$ cat src/rtl/regsched_pkg.sv
// Shared constants and types for the register-file write scheduler.
//  NREQ   : number of writeback requesters (0 = ALU, 1 = LOAD, 2 = MULDIV)
//  REG_AW : register address width (matches regfile rs/rt/rd)
//  NREGS  : architectural registers; r0 is hard zero
package regsched_pkg;

   localparam int unsigned NREQ   = 3;
   localparam int unsigned REG_AW = 6;
   localparam int unsigned NREGS  = 32;
   localparam int unsigned REG_IW = $clog2(NREGS);
   localparam int unsigned PTR_W  = (NREQ > 1) ? $clog2(NREQ) : 1;

   typedef enum logic [1:0] {REQ_ALU, REQ_LOAD, REQ_MULDIV} req_id_e;

   typedef struct packed {
      logic [REG_AW-1:0] rd;
      logic [31:0]       data;
   } wb_req_t;

   // Addresses at or above NREGS name no architectural register.
   function automatic logic reg_in_range(input logic [REG_AW-1:0] addr);
      return 32'(addr) < NREGS;
   endfunction

endpackage

$ cat src/rtl/rr_arbiter.sv
// Round-robin arbiter: the search starts at an internal pointer and wraps; the first valid
// requester wins, and the pointer moves to the slot after the winner.
//  clk_i, reset_i : clock, synchronous active-high reset (no grant while reset is high)
//  valid_i        : request vector
//  grant_o        : one-hot grant, subset of valid_i
//  grant_idx_o    : index of the granted requester
//  grant_any_o    : some requester was granted this cycle
module rr_arbiter #(
   parameter int unsigned N    = 3,
   parameter int unsigned IdxW = (N > 1) ? $clog2(N) : 1
) (
   input  logic            clk_i,
   input  logic            reset_i,
   input  logic [N-1:0]    valid_i,
   output logic [N-1:0]    grant_o,
   output logic [IdxW-1:0] grant_idx_o,
   output logic            grant_any_o
);

   logic [IdxW-1:0] ptr_q, ptr_d;
   int unsigned     idx;
   logic            found;

   always_comb begin
      grant_o     = '0;
      grant_idx_o = '0;
      found       = 1'b0;
      idx         = 0;
      if (!reset_i) begin
         for (int unsigned k = 0; k < N; k++) begin
            idx = 32'(ptr_q) + k;
            if (idx >= N) idx = idx - N;
            if (!found && valid_i[idx[IdxW-1:0]]) begin
               grant_o[idx[IdxW-1:0]] = 1'b1;
               grant_idx_o            = idx[IdxW-1:0];
               found                  = 1'b1;
            end
         end
      end
      grant_any_o = found;
      ptr_d       = ptr_q;
      if (found) begin
         ptr_d = (32'(grant_idx_o) == N - 1) ? '0 : grant_idx_o + 1'b1;
      end
   end

   always_ff @(posedge clk_i) begin
      if (reset_i) begin
         ptr_q <= '0;
      end else begin
         ptr_q <= ptr_d;
      end
   end

endmodule

$ cat src/rtl/regwrite_sched.sv
// Schedules the single register-file write port among NREQ writeback requesters and keeps a
// per-register busy scoreboard for RAW stall detection in decode.
//  clk_i, reset_i           : clock, synchronous active-high reset
//  req_valid_i/rd_i/data_i  : per-requester write request (held stable until ready)
//  req_ready_o              : one-hot grant; handshake is valid & ready
//  claim_valid_i/claim_rd_i : issue reserves a destination register
//  chk_rs_i/chk_rt_i        : decode source operands; rs_busy_o/rt_busy_o report pending writes
//  reg_write_o/rd_o/reg_in_o: registered regfile write port, one cycle after the grant
module regwrite_sched
   import regsched_pkg::*;
(
   input  logic                     clk_i,
   input  logic                     reset_i,
   input  logic [NREQ-1:0]          req_valid_i,
   input  logic [NREQ*REG_AW-1:0]   req_rd_i,
   input  logic [NREQ*32-1:0]       req_data_i,
   output logic [NREQ-1:0]          req_ready_o,
   input  logic                     claim_valid_i,
   input  logic [REG_AW-1:0]        claim_rd_i,
   input  logic [REG_AW-1:0]        chk_rs_i,
   input  logic [REG_AW-1:0]        chk_rt_i,
   output logic                     rs_busy_o,
   output logic                     rt_busy_o,
   output logic                     reg_write_o,
   output logic [REG_AW-1:0]        rd_o,
   output logic [31:0]              reg_in_o
);

   wb_req_t            req [NREQ];
   wb_req_t            sel;
   logic [PTR_W-1:0]   gnt_idx;
   logic               gnt_any;

   logic               reg_write_q;
   logic [REG_AW-1:0]  rd_q;
   logic [31:0]        data_q;
   logic [NREGS-1:0]   busy_q, busy_d;

   for (genvar i = 0; i < NREQ; i++) begin : g_unpack
      assign req[i].rd   = req_rd_i[i*REG_AW +: REG_AW];
      assign req[i].data = req_data_i[i*32 +: 32];
   end

   rr_arbiter #(
      .N    (NREQ),
      .IdxW (PTR_W)
   ) u_arb (
      .clk_i       (clk_i),
      .reset_i     (reset_i),
      .valid_i     (req_valid_i),
      .grant_o     (req_ready_o),
      .grant_idx_o (gnt_idx),
      .grant_any_o (gnt_any)
   );

   assign sel = req[gnt_idx];

   // A write clears busy at the end of its cycle; a claim in the same cycle re-sets it.
   always_comb begin
      busy_d = busy_q;
      if (reg_write_q && reg_in_range(rd_q)) begin
         busy_d[rd_q[REG_IW-1:0]] = 1'b0;
      end
      if (claim_valid_i && (claim_rd_i != '0) && reg_in_range(claim_rd_i)) begin
         busy_d[claim_rd_i[REG_IW-1:0]] = 1'b1;
      end
      busy_d[0] = 1'b0;
   end

   always_ff @(posedge clk_i) begin
      if (reset_i) begin
         reg_write_q <= 1'b0;
         rd_q        <= '0;
         data_q      <= '0;
         busy_q      <= '0;
      end else begin
         // Writes to r0 complete the handshake but never reach the regfile.
         reg_write_q <= gnt_any && (sel.rd != '0);
         if (gnt_any) begin
            rd_q   <= sel.rd;
            data_q <= sel.data;
         end
         busy_q <= busy_d;
      end
   end

   // Reset discards an in-flight write in the very cycle it is asserted.
   assign reg_write_o = reg_write_q & ~reset_i;
   assign rd_o        = reset_i ? '0 : rd_q;
   assign reg_in_o    = reset_i ? '0 : data_q;

   assign rs_busy_o = !reset_i && reg_in_range(chk_rs_i) && busy_q[chk_rs_i[REG_IW-1:0]];
   assign rt_busy_o = !reset_i && reg_in_range(chk_rt_i) && busy_q[chk_rt_i[REG_IW-1:0]];

   for (genvar i = 0; i < NREQ; i++) begin : g_hold_chk
      a_valid_held : assert property (@(posedge clk_i) disable iff (reset_i)
         (req_valid_i[i] && !req_ready_o[i]) |=> req_valid_i[i])
         else $error("requester %0d dropped valid before grant", i);
   end

endmodule
$ cat config.mk
export PLATFORM = sky130hd
export DESIGN_NAME = regwrite_sched
export DESIGN_NICKNAME = d
export VERILOG_FILES = /design/src/rtl/regsched_pkg.sv /design/src/rtl/rr_arbiter.sv /design/src/rtl/regwrite_sched.sv
export SDC_FILE = /design/constraint.sdc
export NUM_CORES = 1
export LEC_CHECK = 0
export ABC_AREA = 1
export CAP_MARGIN = 25
export CELL_PAD_IN_SITES_DETAIL_PLACEMENT = 0
export CELL_PAD_IN_SITES_GLOBAL_PLACEMENT = 2
export CORE_UTILIZATION = 22
export CTS_BUF_LIST = sky130_fd_sc_hd__clkbuf_8
export DETAILED_ROUTE_END_ITERATION = 12
export PLACE_DENSITY = 0.89
export SETUP_SLACK_MARGIN = 0.15
export SYNTH_ARGS = -nofsm -noshare
export SYNTH_HDL_FRONTEND = slang
export SYNTH_SLANG_ARGS = --single-unit
$ cat constraint.sdc
create_clock -name clk_i -period 2.9 [get_ports clk_i]
set_clock_uncertainty 0.2 [all_clocks]
set_input_delay 0.725 -clock clk_i [delete_from_list [all_inputs] [get_ports clk_i]]
set_output_delay 0.725 -clock clk_i [all_outputs]
set_load 0.05 [all_outputs]
Yosys cells after proc, flatten, opt, wreduce, memory -nomap -nowiden
Cells that the tools add are included.
W data, S select, Z words.
- $add $sub $neg: 6
- multiply operators: 0
- divide/modulo/power cells: 0
- magnitude comparators: 20
- equal/unequal tests: 1
- shifts and indexed selects: 0
- multiplexer cells: 50
- bitwise operators: 8
- reduce and logical (&&, ||, !) cells: 20
- operators with widths (kind ; count):
    $mux W32 ; 3
    $bmux W38 S2 ; 1
    $mux W38 ; 2
    $and A32 B32 Y32 ; 1
    $not A32 Y32 ; 1
    $or A32 B32 Y32 ; 1
    $lt A5 B6 Y1 const B ; 4
    $lt A6 B6 Y1 const B ; 4
    $mux W2 ; 11
    $mux W3 ; 6
    $mux W1 ; 16
    $logic_and A1 B1 Y1 ; 15
    $reduce_bool A6 Y1 ; 2
    $bmux W1 S5 ; 2
    $demux W1 S5 ; 2
    $ge A5 B1 Y1 const B ; 2
    $lt A2 B3 Y1 const B ; 3
    $bmux W1 S2 ; 3
    $demux W1 S2 ; 3
    $ge A2 B1 Y1 const B ; 3
    $ge A3 B2 Y1 const B ; 2
    $mux W6 ; 1
    $or A3 B3 Y3 ; 2
    $sub A2 B2 Y2 const B ; 3
    10 further kinds ; 12
- flip-flop bits (word level): 73
- latch bits: 0
- memory bits (writable): 0
- ROM bits: 0
- input port bits: 138
- output and inout bits: 44
- logic and storage cells: 111
- memories: 0

Logic depth before layout (Yosys ltp)
- word-level depth: 21
- gate-level depth with buffers: 19
- depth with buffers taken out: 17

Modules after synthesis
A second synthesis with hierarchy kept.
- cell total of the unflattened synthesis: 805
- area total of the unflattened synthesis: 4777.1 um2
- by module, submodules not included (module ; instances ; cells an instance ; area an instance (um2) ; sequential area each (um2)):
    regwrite_sched ; 1 ; 730 ; 4346.7 ; 1401.3
    rr_arbiter ; 1 ; 75 ; 430.4 ; 40.0

Worst setup path after synthesis
OpenSTA, ideal clock, no wires.
- path kind: input -> output
- start: input port chk_rt_i[0]
- end: output port rt_busy_o
- data arrival time: 2.249 ns
- data required time: 1.975 ns
- setup slack: -0.274 ns
- stages on the path: 8
- buffers on the path: 1
- cell sequence: inv_1 > clkbuf_1 > nor2_1 > o22ai_1 > o21ai_0 > nand3_1 > nand2_1 > a21oi_1
- cells in the longest elaborated chain, start to end: 3
- elaborated cells between the ends (all ways): 5
- classes of those cells: order compare: 1; mux: 2; reduce/logical: 2
- ends and longest elaborated chain (element ; line ; source):
    start: declaration ; regwrite_sched.sv:21 ; input logic [REG_AW-1:0] chk_rt_i,
    $bmux W1 S5 or $lt A6 B6 Y1 (tied branches) ; regwrite_sched.sv:93, regsched_pkg.sv:22 ;
    $mux W1 (implied by the code) or $logic_and A1 B1 Y1 (tied branches) ; regwrite_sched.sv:93 ; assign rt_busy_o = !reset_i && reg_in_range(chk_rt_i) && busy_q[chk_rt_i[REG_IW-1:0]];
    $logic_and A1 B1 Y1 (*) ; regwrite_sched.sv:93 ;
    end: declaration ; regwrite_sched.sv:23 ; output logic rt_busy_o,
Mark *: on every way between the ends. The rest lies on a longest branch, timed or not. The select of a mux whose other input is x is not followed.

Worst setup path in the final report
- start: register u_arb.ptr_q[0]
- end: output port req_ready_o[0]
- cells in the longest elaborated chain, start to end: 15
- elaborated cells between the ends (all ways): 51
- classes of those cells: add/sub: 5; order compare: 9; mux: 28; bitwise: 2; reduce/logical: 7
- ends and longest elaborated chain (element ; line ; source):
    start: declaration ; rr_arbiter.sv:20 ; logic [IdxW-1:0] ptr_q, ptr_d;
    start signal: assignment ; rr_arbiter.sv:51 ; ptr_q <= ptr_d;
    parallel branches: the longest is 13 deep, another holds $add A2 B1 Y3 ; -- ;
    $mux W3 (*) ; rr_arbiter.sv:33 ; if (!found && valid_i[idx[IdxW-1:0]]) begin
    $mux W3 (*) ; rr_arbiter.sv:29 ; if (!reset_i) begin
    end: declaration ; regwrite_sched.sv:17 ; output logic [NREQ-1:0] req_ready_o,
Mark *: on every way between the ends. The select of a mux whose other input is x is not followed.

==> qor.yml <==
setup_path:
  startpoint_type: "flop"
  worstPathMaxFanout: 5
  timing.rr.end: "data_q[9]"
  cp.required_ps: 1980
  reg2reg_from: "u_arb.ptr_q[0]"
  cp_data_arrival_time_ps: 2030
  r2r_slack_ps: -50
  criticalPathCategory: "reg -> out"
  critPathCaptureType: "primary output"
  rr_worst_depth: 20
floorplan:
  io_pins: 182
  die_h_um: 146
  rows: 52
  dieArea_mm2: 0.0213
  core_mm2: 0.0203
  die_x_um: 146
  initial_core_util: 0.225
routing:
  met3WireLength_um: 1380
  wirelength_met1_um: 8030
  wl_um: 18900
  drt-vias-per-instance: 4.54
  top_layer: "met4"
  drtIter0Drc: 314
  drc: 0
  ant_nets: 0
  met2_wirelength_um: 9110
  avgRoutedWirePerCell_um: 15.0
  firstDrtPassIters: 5
  vias: 5724
min_path:
  hold_start: "busy_q[4]"
  min_to: "busy_q[4]"
  min_path_cells: 2
  min_path_type: "reg -> reg"
clock_tree:
  cts_tree: "built"
  cts.sinks: 72
  clk_root_buffer_cell: "clkbuf_8"
  h-tree-depth: 3
  ctsHoldBuffers: 0
  cts_buffer_depth: 2
  clk_pin_slew_ps: 80
  clock_latency_ps: 370
  cts_buffers: 9
cells_and_area:
  utilization: 0.397
  num-nets-final: 1126
  area_growth_pct: 76.5
  postLayoutCellArea_mm2: 0.00805
  layout-drive-gt1-share: 0.243
  final_cell_mix: "nand2_1, clkdlybuf4s50_1, nor2_1"
  final_common_cell: "nand2_1"
placed_design:
  postPlaceCellArea_mm2: 0.00709
  io_buffers: 181
  dp_hpwl_um: 13600
  gp_congestion: 0.853
timing:
  holdWs_ps: 285
  setup_viol: 9
  fin_crit_ps: 2950
  post-route-period-util: 1.02
  tns_ps: -239
  slew_viol_final: 0
  fmax_mhz: 339
  worst_pin_slew_ps: 571
  rsz0062_at_grt: "yes"
  timing.final.ws_setup_ps: -53.0
  maxSlewHeadroom: 0.616
  finalHoldViolCount: 0
global_routing:
  grt_max_degree: 49
  antenna_found_initial: 0
  grt_pass1_vias: 5436
  grt_pass1_wl_um: 28300
  gr-total-overflow: 0
  grt_use_total: 0.169
pwr:
  cellPowerDensity_mw_per_mm2: 812
  leakage_nw: 3.47
  max-vdd-ir-drop_mv: 0.425
  p_total_mw: 6.54
synth:
  ys.warnings.count: 0
  avgSynthCellArea_um2: 6.16
  yosysUniqueCellTypes: 33
  synth_cells: 740
  synth_area_mm2: 0.00456
  ys.flop_type: "dfxtp_1"
  synth_largest_area_cell: "dfxtp_1"
  async_flop_share: 0
  ys_ff_latch: 72
  synthesis.nets: 882
  ys_top_cells_by_area: "dfxtp_1, nand2_1, o21ai_0"
  synth_top_area_share: 0.316
  ys_seq_area_frac: 0.316
  synth-edff-count: 0
status:
  violations: "setup timing"
  outcome: "complete, but fails checks"
flow_run:
  drv_cap: 0
## metrics by stage
stage          worst slack (ps)  instances
6_report                  -53.0       1260
4_1_cts                   -67.1       1244
5_1_grt                    -171       1259
3_3_place_gp               -358       1213
2_1_floorplan             -19.9        740
3_5_place_dp               -377       1213
## kinds of logic after synthesis
family | Yosys count | share of synthesized area
fa+ha+maj | 4 | 0.0110
buf+inv | 142 | 0.126
compound gates | 226 | 0.277
simple gates | 296 | 0.270
flops | 72 | 0.316
## final cells by class
type                       instances  area, um^2
fill                            2147       12200
multi-input combinational        526        2870
timing repair buffer             268        2790
sequential                        72        1450
inverter                         106         425
tap                              270         338
clock buffer                       9         124
clock inverter                     7        46.3
timing repair inverter             1        7.51
antenna                            1        2.50
## how the worst max path moves through the flow
| stage | depth (start not counted) | slack, ps | from | to |
|---|---|---|---|---|
| after floorplan | 4 | -20 | reset_i | reg_in_o[25] |
| after global placement | 10 | -360 | req_valid_i[2] | req_ready_o[0] |
| after detailed placement | 10 | -380 | req_valid_i[2] | req_ready_o[0] |
| after CTS | 11 | -70 | u_arb.ptr_q[0] | req_ready_o[0] |
| after global routing | 19 | -170 | u_arb.ptr_q[0] | data_q[21] |
| final | 11 | -50 | u_arb.ptr_q[0] | req_ready_o[0] |
## repair_timing
item                       in CTS  in global routing
buffers inserted               10                  7
pin swaps                      28                 18
cloned                          5                  8
resized for setup             105                 65
setup endpoints to repair       8                 43
## per-layer routing
layer,vias to the layer above,global-route usage
met5,-,0
met4,0,0.0469
met3,20,0.0571
met2,192,0.289
met1,2547,0.200
li1,2965,-
## synthesized netlist by cell type, types with 2 or more instances
cell / n
o211ai_1: 16
nor2_1: 99
buf_1: 4
buf_2: 9
dfxtp_1: 72
nand4_1: 2
inv_1: 100
nand3_1: 36
buf_6: 2
nor3_1: 10
o22ai_1: 5
nand2_2: 2
ha_1: 4
o221ai_1: 6
o21ai_1: 17
buf_4: 4
inv_2: 5
nand3_2: 2
a21oi_1: 65
nand3b_1: 2
nand2_1: 139
a31oi_1: 33
o21ai_0: 80
clkbuf_1: 17
## power by group
part	internal [mW]	switching (mW)
combinational	1.89	2.49
sequential	1.28	0.132
clock	0.311	0.436
total	3.49	3.05
## critical path, cell delays in order, from the launching register on
cell and delay (ps):
dfxtp_4 380, inv_4 40, ha_4 300, inv_4 40, nand2_2 50, nand3_2 80
nand2_2 110, nor2_1 70, a221oi_2 240, buf_4 160, nor2_4 40, buf_12 150
## sequential cells by signal, summed over array words and instances, names as in the netlist
name and flops:
data_q 32, busy_q 31, rd_q 6, u_arb.ptr_q 2, reg_write_q 1
Power figures use the tool's default switching activity.
